==> config.mk <==
export PLATFORM = sky130hd
export DESIGN_NAME = mem_loader
export DESIGN_NICKNAME = d
export VERILOG_FILES = /design/src/rtl/mem_loader.sv
export SDC_FILE = /design/constraint.sdc
export NUM_CORES = 1
export LEC_CHECK = 0
export CAP_MARGIN = 15
export CORE_AREA = 3 3 63 70
export DETAILED_ROUTE_END_ITERATION = 12
export DIE_AREA = 0 0 66 73
export GPL_TIMING_DRIVEN = 1
export HOLD_SLACK_MARGIN = 0.06
export PLACE_DENSITY = 0.83
export SKIP_LAST_GASP = 1
export SYNTH_ARGS = -nofsm -noshare
export SYNTH_HDL_FRONTEND = slang
export SYNTH_SLANG_ARGS = --single-unit
==> constraint.sdc <==
create_clock -name clk -period 3.68 [get_ports clk]
set_input_delay 0.552 -clock clk [delete_from_list [all_inputs] [get_ports clk]]
set_output_delay 0.552 -clock clk [all_outputs]
set_load 0.02 [all_outputs]
==> src/rtl/mem_loader.sv <==
`default_nettype none
//============================================================================
// Module      : mem_loader
// Description : Host-side byte-stream loader in front of port B of the
//               dual-port data RAM. Decodes a three-byte header
//               (command, start address, count) and then either streams
//               payload bytes into the RAM (write burst) or streams RAM
//               contents back out (read burst). cpu_hold stays high for
//               the whole command so the processor leaves port A idle.
//
//   Ports
//     clk        system clock, rising edge
//     rst_n      synchronous active-low reset
//     in_data    command / address / count / payload byte
//     in_valid   in_data valid
//     in_ready   loader accepts in_data this cycle
//     out_data   read-burst byte (registered)
//     out_valid  out_data valid (registered)
//     out_ready  consumer accepts out_data
//     addr_b     RAM port B address
//     din_b      RAM port B write data
//     we_b       RAM port B write enable
//     dout_b     RAM port B read data (combinational read of addr_b)
//     cpu_hold   high whenever a command is in progress
//     done       one-cycle pulse when a burst completes
//     err        one-cycle pulse on an unrecognised command byte
//
// Revision    : 1.0 - initial release
//============================================================================
module mem_loader #(
    parameter int                    ADDR_WIDTH = 8,
    parameter int                    DATA_WIDTH = 8,
    parameter logic [DATA_WIDTH-1:0] CMD_WR     = 8'hA5,
    parameter logic [DATA_WIDTH-1:0] CMD_RD     = 8'h5A
) (
    input  logic                  clk,
    input  logic                  rst_n,
    input  logic [DATA_WIDTH-1:0] in_data,
    input  logic                  in_valid,
    output logic                  in_ready,
    output logic [DATA_WIDTH-1:0] out_data,
    output logic                  out_valid,
    input  logic                  out_ready,
    output logic [ADDR_WIDTH-1:0] addr_b,
    output logic [DATA_WIDTH-1:0] din_b,
    output logic                  we_b,
    input  logic [DATA_WIDTH-1:0] dout_b,
    output logic                  cpu_hold,
    output logic                  done,
    output logic                  err
);

    // Count register is one bit wider than the address so that a full
    // 2**ADDR_WIDTH burst (encoded as a count byte of zero) is representable.
    localparam int                c_CNT_W    = ADDR_WIDTH + 1;
    localparam logic [c_CNT_W-1:0] c_FULL_CNT = {1'b1, {ADDR_WIDTH{1'b0}}};

    typedef enum logic [2:0] {
        S_IDLE     = 3'd0,
        S_GET_ADDR = 3'd1,
        S_GET_CNT  = 3'd2,
        S_WRITE    = 3'd3,
        S_READ     = 3'd4
    } state_t;

    state_t                  r_state;
    state_t                  w_next_state;
    logic                    r_op_rd;
    logic [ADDR_WIDTH-1:0]   r_addr;
    logic [c_CNT_W-1:0]      r_remaining;
    logic [DATA_WIDTH-1:0]   r_out_data;
    logic                    r_out_valid;
    logic                    r_done;
    logic                    r_err;

    logic                    w_in_ready;
    logic                    w_accept;
    logic                    w_is_cmd;
    logic                    w_rd_load;
    logic                    w_rd_consume;
    logic                    w_rd_last;
    logic                    w_wr_last;
    logic [ADDR_WIDTH-1:0]   w_in_addr;

    // in_ready is gated by rst_n directly so no byte (and no RAM write) can
    // be taken during a reset cycle, even while the state is still WRITE.
    assign w_in_ready   = rst_n && (r_state != S_READ);
    assign w_accept     = in_valid && w_in_ready;
    assign w_is_cmd     = (in_data == CMD_WR) || (in_data == CMD_RD);
    assign w_in_addr    = in_data[ADDR_WIDTH-1:0];

    // Output register refills when empty or being drained this cycle, so a
    // non-stalling consumer sees one byte per cycle.
    assign w_rd_consume = r_out_valid && out_ready;
    assign w_rd_load    = (r_state == S_READ) && (r_remaining != '0) &&
                          (!r_out_valid || out_ready);
    assign w_rd_last    = (r_state == S_READ) && w_rd_consume && (r_remaining == '0);
    assign w_wr_last    = (r_state == S_WRITE) && w_accept &&
                          (r_remaining <= c_CNT_W'(1));

    //------------------------------------------------------------------------
    // State register
    //------------------------------------------------------------------------
    always_ff @(posedge clk) begin
        if (!rst_n) begin
            r_state <= S_IDLE;
        end else begin
            r_state <= w_next_state;
        end
    end

    //------------------------------------------------------------------------
    // Next-state and combinational outputs
    //------------------------------------------------------------------------
    always_comb begin
        w_next_state = r_state;
        in_ready     = w_in_ready;
        we_b         = 1'b0;
        din_b        = '0;
        cpu_hold     = (r_state != S_IDLE);

        case (r_state)
            S_IDLE: begin
                if (w_accept && w_is_cmd) begin
                    w_next_state = S_GET_ADDR;
                end
            end
            S_GET_ADDR: begin
                if (w_accept) begin
                    w_next_state = S_GET_CNT;
                end
            end
            S_GET_CNT: begin
                if (w_accept) begin
                    w_next_state = r_op_rd ? S_READ : S_WRITE;
                end
            end
            S_WRITE: begin
                we_b  = w_accept;
                din_b = in_data;
                if (w_wr_last) begin
                    w_next_state = S_IDLE;
                end
            end
            S_READ: begin
                if (w_rd_last) begin
                    w_next_state = S_IDLE;
                end
            end
            default: begin
                w_next_state = S_IDLE;
            end
        endcase
    end

    //------------------------------------------------------------------------
    // Datapath: opcode, address pointer, remaining count, output register,
    // status pulses
    //------------------------------------------------------------------------
    always_ff @(posedge clk) begin
        if (!rst_n) begin
            r_op_rd     <= 1'b0;
            r_addr      <= '0;
            r_remaining <= '0;
            r_out_data  <= '0;
            r_out_valid <= 1'b0;
            r_done      <= 1'b0;
            r_err       <= 1'b0;
        end else begin
            r_done <= 1'b0;
            r_err  <= 1'b0;

            case (r_state)
                S_IDLE: begin
                    if (w_accept) begin
                        if (w_is_cmd) begin
                            r_op_rd <= (in_data == CMD_RD);
                        end else begin
                            r_err <= 1'b1;
                        end
                    end
                end
                S_GET_ADDR: begin
                    if (w_accept) begin
                        r_addr <= w_in_addr;
                    end
                end
                S_GET_CNT: begin
                    if (w_accept) begin
                        r_remaining <= (w_in_addr == '0) ? c_FULL_CNT
                                                         : {1'b0, w_in_addr};
                    end
                end
                S_WRITE: begin
                    if (w_accept) begin
                        r_addr      <= r_addr + ADDR_WIDTH'(1);
                        r_remaining <= r_remaining - c_CNT_W'(1);
                    end
                    if (w_wr_last) begin
                        r_done <= 1'b1;
                    end
                end
                S_READ: begin
                    if (w_rd_load) begin
                        r_out_data  <= dout_b;
                        r_out_valid <= 1'b1;
                        r_addr      <= r_addr + ADDR_WIDTH'(1);
                        r_remaining <= r_remaining - c_CNT_W'(1);
                    end else if (w_rd_consume) begin
                        r_out_valid <= 1'b0;
                    end
                    if (w_rd_last) begin
                        r_done <= 1'b1;
                    end
                end
                default: begin
                end
            endcase
        end
    end

    assign addr_b    = r_addr;
    assign out_data  = r_out_data;
    assign out_valid = r_out_valid;
    assign done      = r_done;
    assign err       = r_err;

endmodule
`default_nettype wire

After elaboration in Yosys (flattened, before gate mapping)
Index checks and enable logic that the tools add are counted.
- register bits: 32
- input port bits: 20
- output and inout port bits: 30
- word-level logic and storage cells: 77
- add/subtract/negate cells: 2
- $lt $le $gt $ge: 1
- equal/unequal tests: 14
- mux-type cells: 24
- reduce and logical (&&, ||, !) cells: 28
- operators by type and width (kind ; count):
    9-bit 2-to-1 mux ; 4
    8-bit 2-to-1 mux ; 4
    9-bit one-hot mux with 3 select lines ; 1
    8-bit one-hot mux with 3 select lines ; 1
    3-bit 2-to-1 mux ; 6
    3-bit one-hot mux with 5 select lines ; 1
    2-bit inequality test, second input constant ; 7
    1-bit logical AND ; 10
    9-bit by 1-bit <= comparator with 1-bit output, second input constant ; 1
    9-bit logical NOT ; 1
    3-bit nonzero test ; 3
    9-bit nonzero test ; 1
    9-bit by 1-bit subtractor with 9-bit output, second input constant ; 1
    8-bit by 1-bit adder with 8-bit output, second input constant ; 1
    8-bit by 7-bit == test with 1-bit output, second input constant ; 1
    8-bit == test, second input constant ; 1
    8-bit logical NOT ; 1
    4-bit AND reduction ; 2
    3-bit by 2-bit == test with 1-bit output, second input constant ; 2
    1-bit 2-to-1 mux ; 6
    3-bit AND reduction ; 2
    5-bit AND reduction ; 1
    2-bit AND reduction ; 2
    3-bit by 1-bit == test with 1-bit output, second input constant ; 1
    7 further kinds ; 8

Depth between registers and ports, before layout
- depth in word-level cells: 7
- depth in mapped cells: 7
- gate-level depth less buffers: 6

Worst setup path before layout
No wires, ideal clock.
- path kind: input to output
- start point: input port rst_n
- end point: output port in_ready
- arrival time: 1306 ps
- required time: 3128 ps
- slack: 1822 ps
- stages on the path: 4
- buffers on the path: 2
- cell sequence: buf_2 -> inv_1 -> clkbuf_1 -> nor2_1
- word-level cells in the longest chain between the ends: 1
- ends and longest elaborated chain (what ; RTL line ; text):
    from (decl) ; 37 ; input logic rst_n,
    1-bit logical AND ; 87 ; assign w_in_ready = rst_n && (r_state != S_READ);
    to (decl) ; 40 ; output logic in_ready,
No other way between the ends.

Worst setup path after layout
- start point: register r_state[1]
- end point: output port din_b[5]
- word-level cells in the longest chain between the ends: 2
- ends and longest elaborated chain (what ; RTL line ; text):
    from (decl) ; 66 ; state_t r_state;
    from (signal assigned) ; 108 ; r_state <= w_next_state;
    3-bit by 2-bit == test with 1-bit output ; 122 ; case (r_state)
    8-bit 2-to-1 mux ; 122 ;
    to (decl) ; 45 ; output logic [DATA_WIDTH-1:0] din_b,
No other way between the ends.

==> summary.txt <==
Outcome
  – Result of the run: finished clean

Clocking
  – Postcts setup bufs: 0
  – CTS max path bufs: 2
  – Inserted Clock Buffers: 5
  – Root buffer cell: clkbuf_8
  – Count of cells resized by post-cts repair: 0
  – Clock Latency Late Sink: 0.28 ns
  – H-Tree Depth: 2
  – CTS sink cnt: 32
  – Clock transition at the register clock pins on the worst setup and hold paths after CTS: 0.07 ns
  – Cts-stage hold buffer count: 0
  – TritonCTS clock tree: yes

Yosys
  – FFs w/ async S/R, synth: 0
  – Sequential-to-total area share from yosys stat: 0.325
  – Synthesis-stage register bit count: 32
  – Ys flop type: dfxtp_1
  – Library cells used by synthesis: 54
  – Syn Std Cell Area: 0.00197 sq mm
  – Number of synthesized flops with an enable pin: 0
  – Synthesized area per cell: 7.99 sq um
  – Total nets after synthesis: 271
  – Number of cells produced by synthesis: 247
  – Synth Warn #: 0

Pwr
  – Sequential cell fraction of total power: 0.444
  – Internal Pwr Total: 0.000614 W
  – Fraction of power consumed by the clock network: 0.483
  – Power Dens Cells: 304 mW/mm^2
  – NetSw: 0.000168 W
  – Switching portion of total power: 0.215
  – Comb pwr share: 0.074
  – Leakage: 0.902 nW
  – Maximum resistive drop on vdd: 0.222 mV

Detailed routing
  – Average wire length per cell after detail routing: 17.6 microns
  – Wire length on met1: 2.44 mm
  – Average via count per standard cell: 6.24
  – Residual DRC: 0
  – Routed met2 length: 2.97 mm
  – Number of vias in the routed layout: 2109
  – Total iterations of the first detailed-routing run: 6
  – Detailed router's first-iteration violation count: 209
  – Wire length on met3: 423 microns
  – Routed Wire Length: 5.95 mm
  – Top metal layer carrying routed signals: met4
  – Antenna-violating nets left: 0

GRT
  – Pin count of the biggest net entering global routing: 25
  – Total congestion overflow: 0
  – Total GRT Usage: 0.254
  – Via count of the first global-routing pass: 2005
  – Wire length of the first global-routing pass: 9.56 mm
  – Antenna violations before repair: 0

Layout
  – Layout cell share with drive strength beyond 1: 0.0833
  – Total of fill cells in the finished design: 305
  – Syn-to-layout area delta: 30.2%
  – Final core area utilization: 0.692
  – Nets: 311
  – Diode insertion count for antenna repair: 0

Floorplan
  – Overall die width: 66 microns
  – Floorplan die height: 73 microns
  – Cell row count: 23
  – Die ar.: 0.00482 sq mm
  – Core region area: 0.00371 sq mm
  – Effective utilization at floorplan: 0.532
  – Count of boundary I/O pins: 50

Worst setup path
  – Kind of start point of the critical path: register
  – Cell-by-cell trace of the critical path: and3b_1 > and2_1 > clkdlybuf4s50_1
  – Delay of the slowest critical-path stage: 0.60 ns
  – Slowest cell on crit path: clkdlybuf4s50_1
  – Required time at the worst-slack endpoint: 3.13 ns
  – Maximum fanout encountered on the critical timing path: 15
  – Number of cells on the worst reg-to-reg path: 4
  – Sort of element at the end of the critical path: output pin
  – End of the worst register-to-register path: r_remaining[6]
  – Reg2reg setup slack: 1.11 ns
  – Arr. time, crit path: 2.13 ns
  – Launch point of the worst reg-to-reg path: r_remaining[2]
  – Critical Setup Path Class: register to output pin

Timing
  – Final WS setup: 0.996 ns
  – Slew at the pin closest to its max-slew limit: 0.932 ns
  – Setup repair after global routing missed its margin: no
  – Final Hold Vio Count: 0
  – Fin. max-slew vios: 0
  – Final Cycle Share: 0.729
  – Post-route minimum period: 2.68 ns
  – Tightest slew margin relative to the limit: 0.378
  – Fin Setup TNS: 0 ns
  – Clock skew: 0.00509 ns
  – Final setup violating endpoints: 0
  – FMAX: 373 MHz

Run
  – Max-cap violations: 0

Place
  – DP Worst Slack: 1.02 ns
  – Count of buffers from port buffering: 49
  – Estimated wirelength of the detail-placed design: 4.09 mm
  – Weighted congestion at the end of routability-driven global placement: 0.925

Min path
  – Worst min-delay path startpoint: out_data[4]
  – Hold crit path type: register to register
  – Worst Hold Depth: 2
  – Hold worst-path end: out_data[4]
## area by class of cell
type	instances	area, sq um	share of cell area
Clock buffer	7	96.3	0.0375
Clock inverter	1	30.0	0.0117
Inverter	7	26.3	0.0102
Multi-Input combinational cell	190	1210	0.470
Sequential cell	32	641	0.249
Tap cell	50	62.6	0.0243
Timing Repair Buffer	51	505	0.197
## worst max path at each step
stage / from / end / slack (ns) / depth (start not counted)
floorplan: rst_n / in_ready / 1.82 / 4
global placement: in_valid / we_b / 1.06 / 4
detailed placement: in_valid / we_b / 1.02 / 4
CTS: in_valid / we_b / 1.02 / 4
global route: r_state[1] / din_b[5] / 0.91 / 3
finish: r_state[1] / din_b[5] / 1.0 / 3
## per-layer routing
layer,track usage,vias up
met2,0.438,89
met5,0,-
met4,0.0700,0
met3,0.0555,16
met1,0.318,999
li1,-,1005
## state kept, by name (all words and copies together) (netlist names)
| signal | flops |
|---|---|
| out_data | 8 |
| out_valid | 1 |
| addr_b | 8 |
| r_op_rd | 1 |
| err | 1 |
| r_state | 3 |
| r_remaining | 9 |
| done | 1 |
## worst max-delay path: cells and delay by family, from the launching register on
kind	cells	cell delay (ns)
simple gates	2	0.71
buf+inv	1	0.60
flops	1	0.53
## power groups by stage
stage	registers (W)	logic, W	clock network, W
global placement	0.000355	0.0000556	0
detailed placement	0.000355	0.0000556	0
CTS	0.000347	0.0000564	0.000376
finish	0.000347	0.0000575	0.000377
global route	0.000347	0.0000607	0.000392
floorplan	0.000356	0.0000218	0
## cell families after synthesis
| group | count (synthesis) | synth area share |
|---|---|---|
| simple gates | 112 | 0.297 |
| compound gates | 73 | 0.285 |
| flops | 32 | 0.325 |
| buf+inv | 25 | 0.0628 |
| fa+ha+maj | 4 | 0.0254 |
| mux | 1 | 0.00507 |
## Yosys cell counts, types with 2 or more instances
| library cell | instances | share of area |
|---|---|---|
| a21oi_1 | 18 | 0.046 |
| a22oi_1 | 5 | 0.019 |
| a31oi_1 | 5 | 0.016 |
| a32o_1 | 4 | 0.020 |
| a41oi_1 | 2 | 0.0089 |
| and2_1 | 11 | 0.035 |
| and3_1 | 5 | 0.016 |
| buf_2 | 6 | 0.015 |
| buf_4 | 2 | 0.0076 |
| buf_6 | 2 | 0.011 |
| clkbuf_1 | 8 | 0.015 |
| dfxtp_1 | 32 | 0.32 |
| ha_1 | 4 | 0.025 |
| inv_1 | 7 | 0.013 |
| nand2_1 | 40 | 0.076 |
| nand3_1 | 10 | 0.025 |
| nand4_1 | 4 | 0.013 |
| nand4b_1 | 2 | 0.0089 |
| nor2_1 | 16 | 0.030 |
| nor2_2 | 2 | 0.0063 |
| nor3_1 | 7 | 0.018 |
| nor3b_1 | 2 | 0.0076 |
| o21ai_0 | 4 | 0.010 |
| o221a_2 | 3 | 0.017 |
| o22a_1 | 3 | 0.013 |
| o22ai_1 | 3 | 0.0095 |
| o31a_1 | 2 | 0.0089 |
| o31ai_1 | 3 | 0.011 |
| o32ai_1 | 8 | 0.036 |
| o41ai_1 | 2 | 0.0089 |
| or4_1 | 2 | 0.0076 |
## layout by cell type (no fill, tap or decap), drive strengths merged, types with 3 or more instances in the layout
| master | count |
|---|---|
| clkbuf | 7 |
| dfxtp | 32 |
| a31oi | 5 |
| a22oi | 5 |
| nor3 | 8 |
| nor2 | 18 |
| and2 | 11 |
| nand4 | 4 |
| nor3b | 3 |
| o22a | 3 |
| clkdlybuf4s50 | 49 |
| o31ai | 3 |
| o32ai | 8 |
| and3 | 5 |
| a21oi | 19 |
| nand3 | 10 |
| o22ai | 3 |
| nand2 | 40 |
| o21ai | 4 |
| a32o | 4 |
| inv | 7 |
| o221a | 3 |
| ha | 4 |
## stage by stage
step	area (sq um)	hold WS, ns	std cells	power (W)
6_report	2570	0.456	338	0.000782
4_1_cts	2570	0.458	338	0.000780
3_3_place_gp	2440	0.444	330	0.000411
5_1_grt	2570	0.488	338	0.000800
2_1_floorplan	1970	0.468	247	0.000378
3_5_place_dp	2440	0.449	330	0.000411
Note: power is estimated with default switching activity, not from simulation.
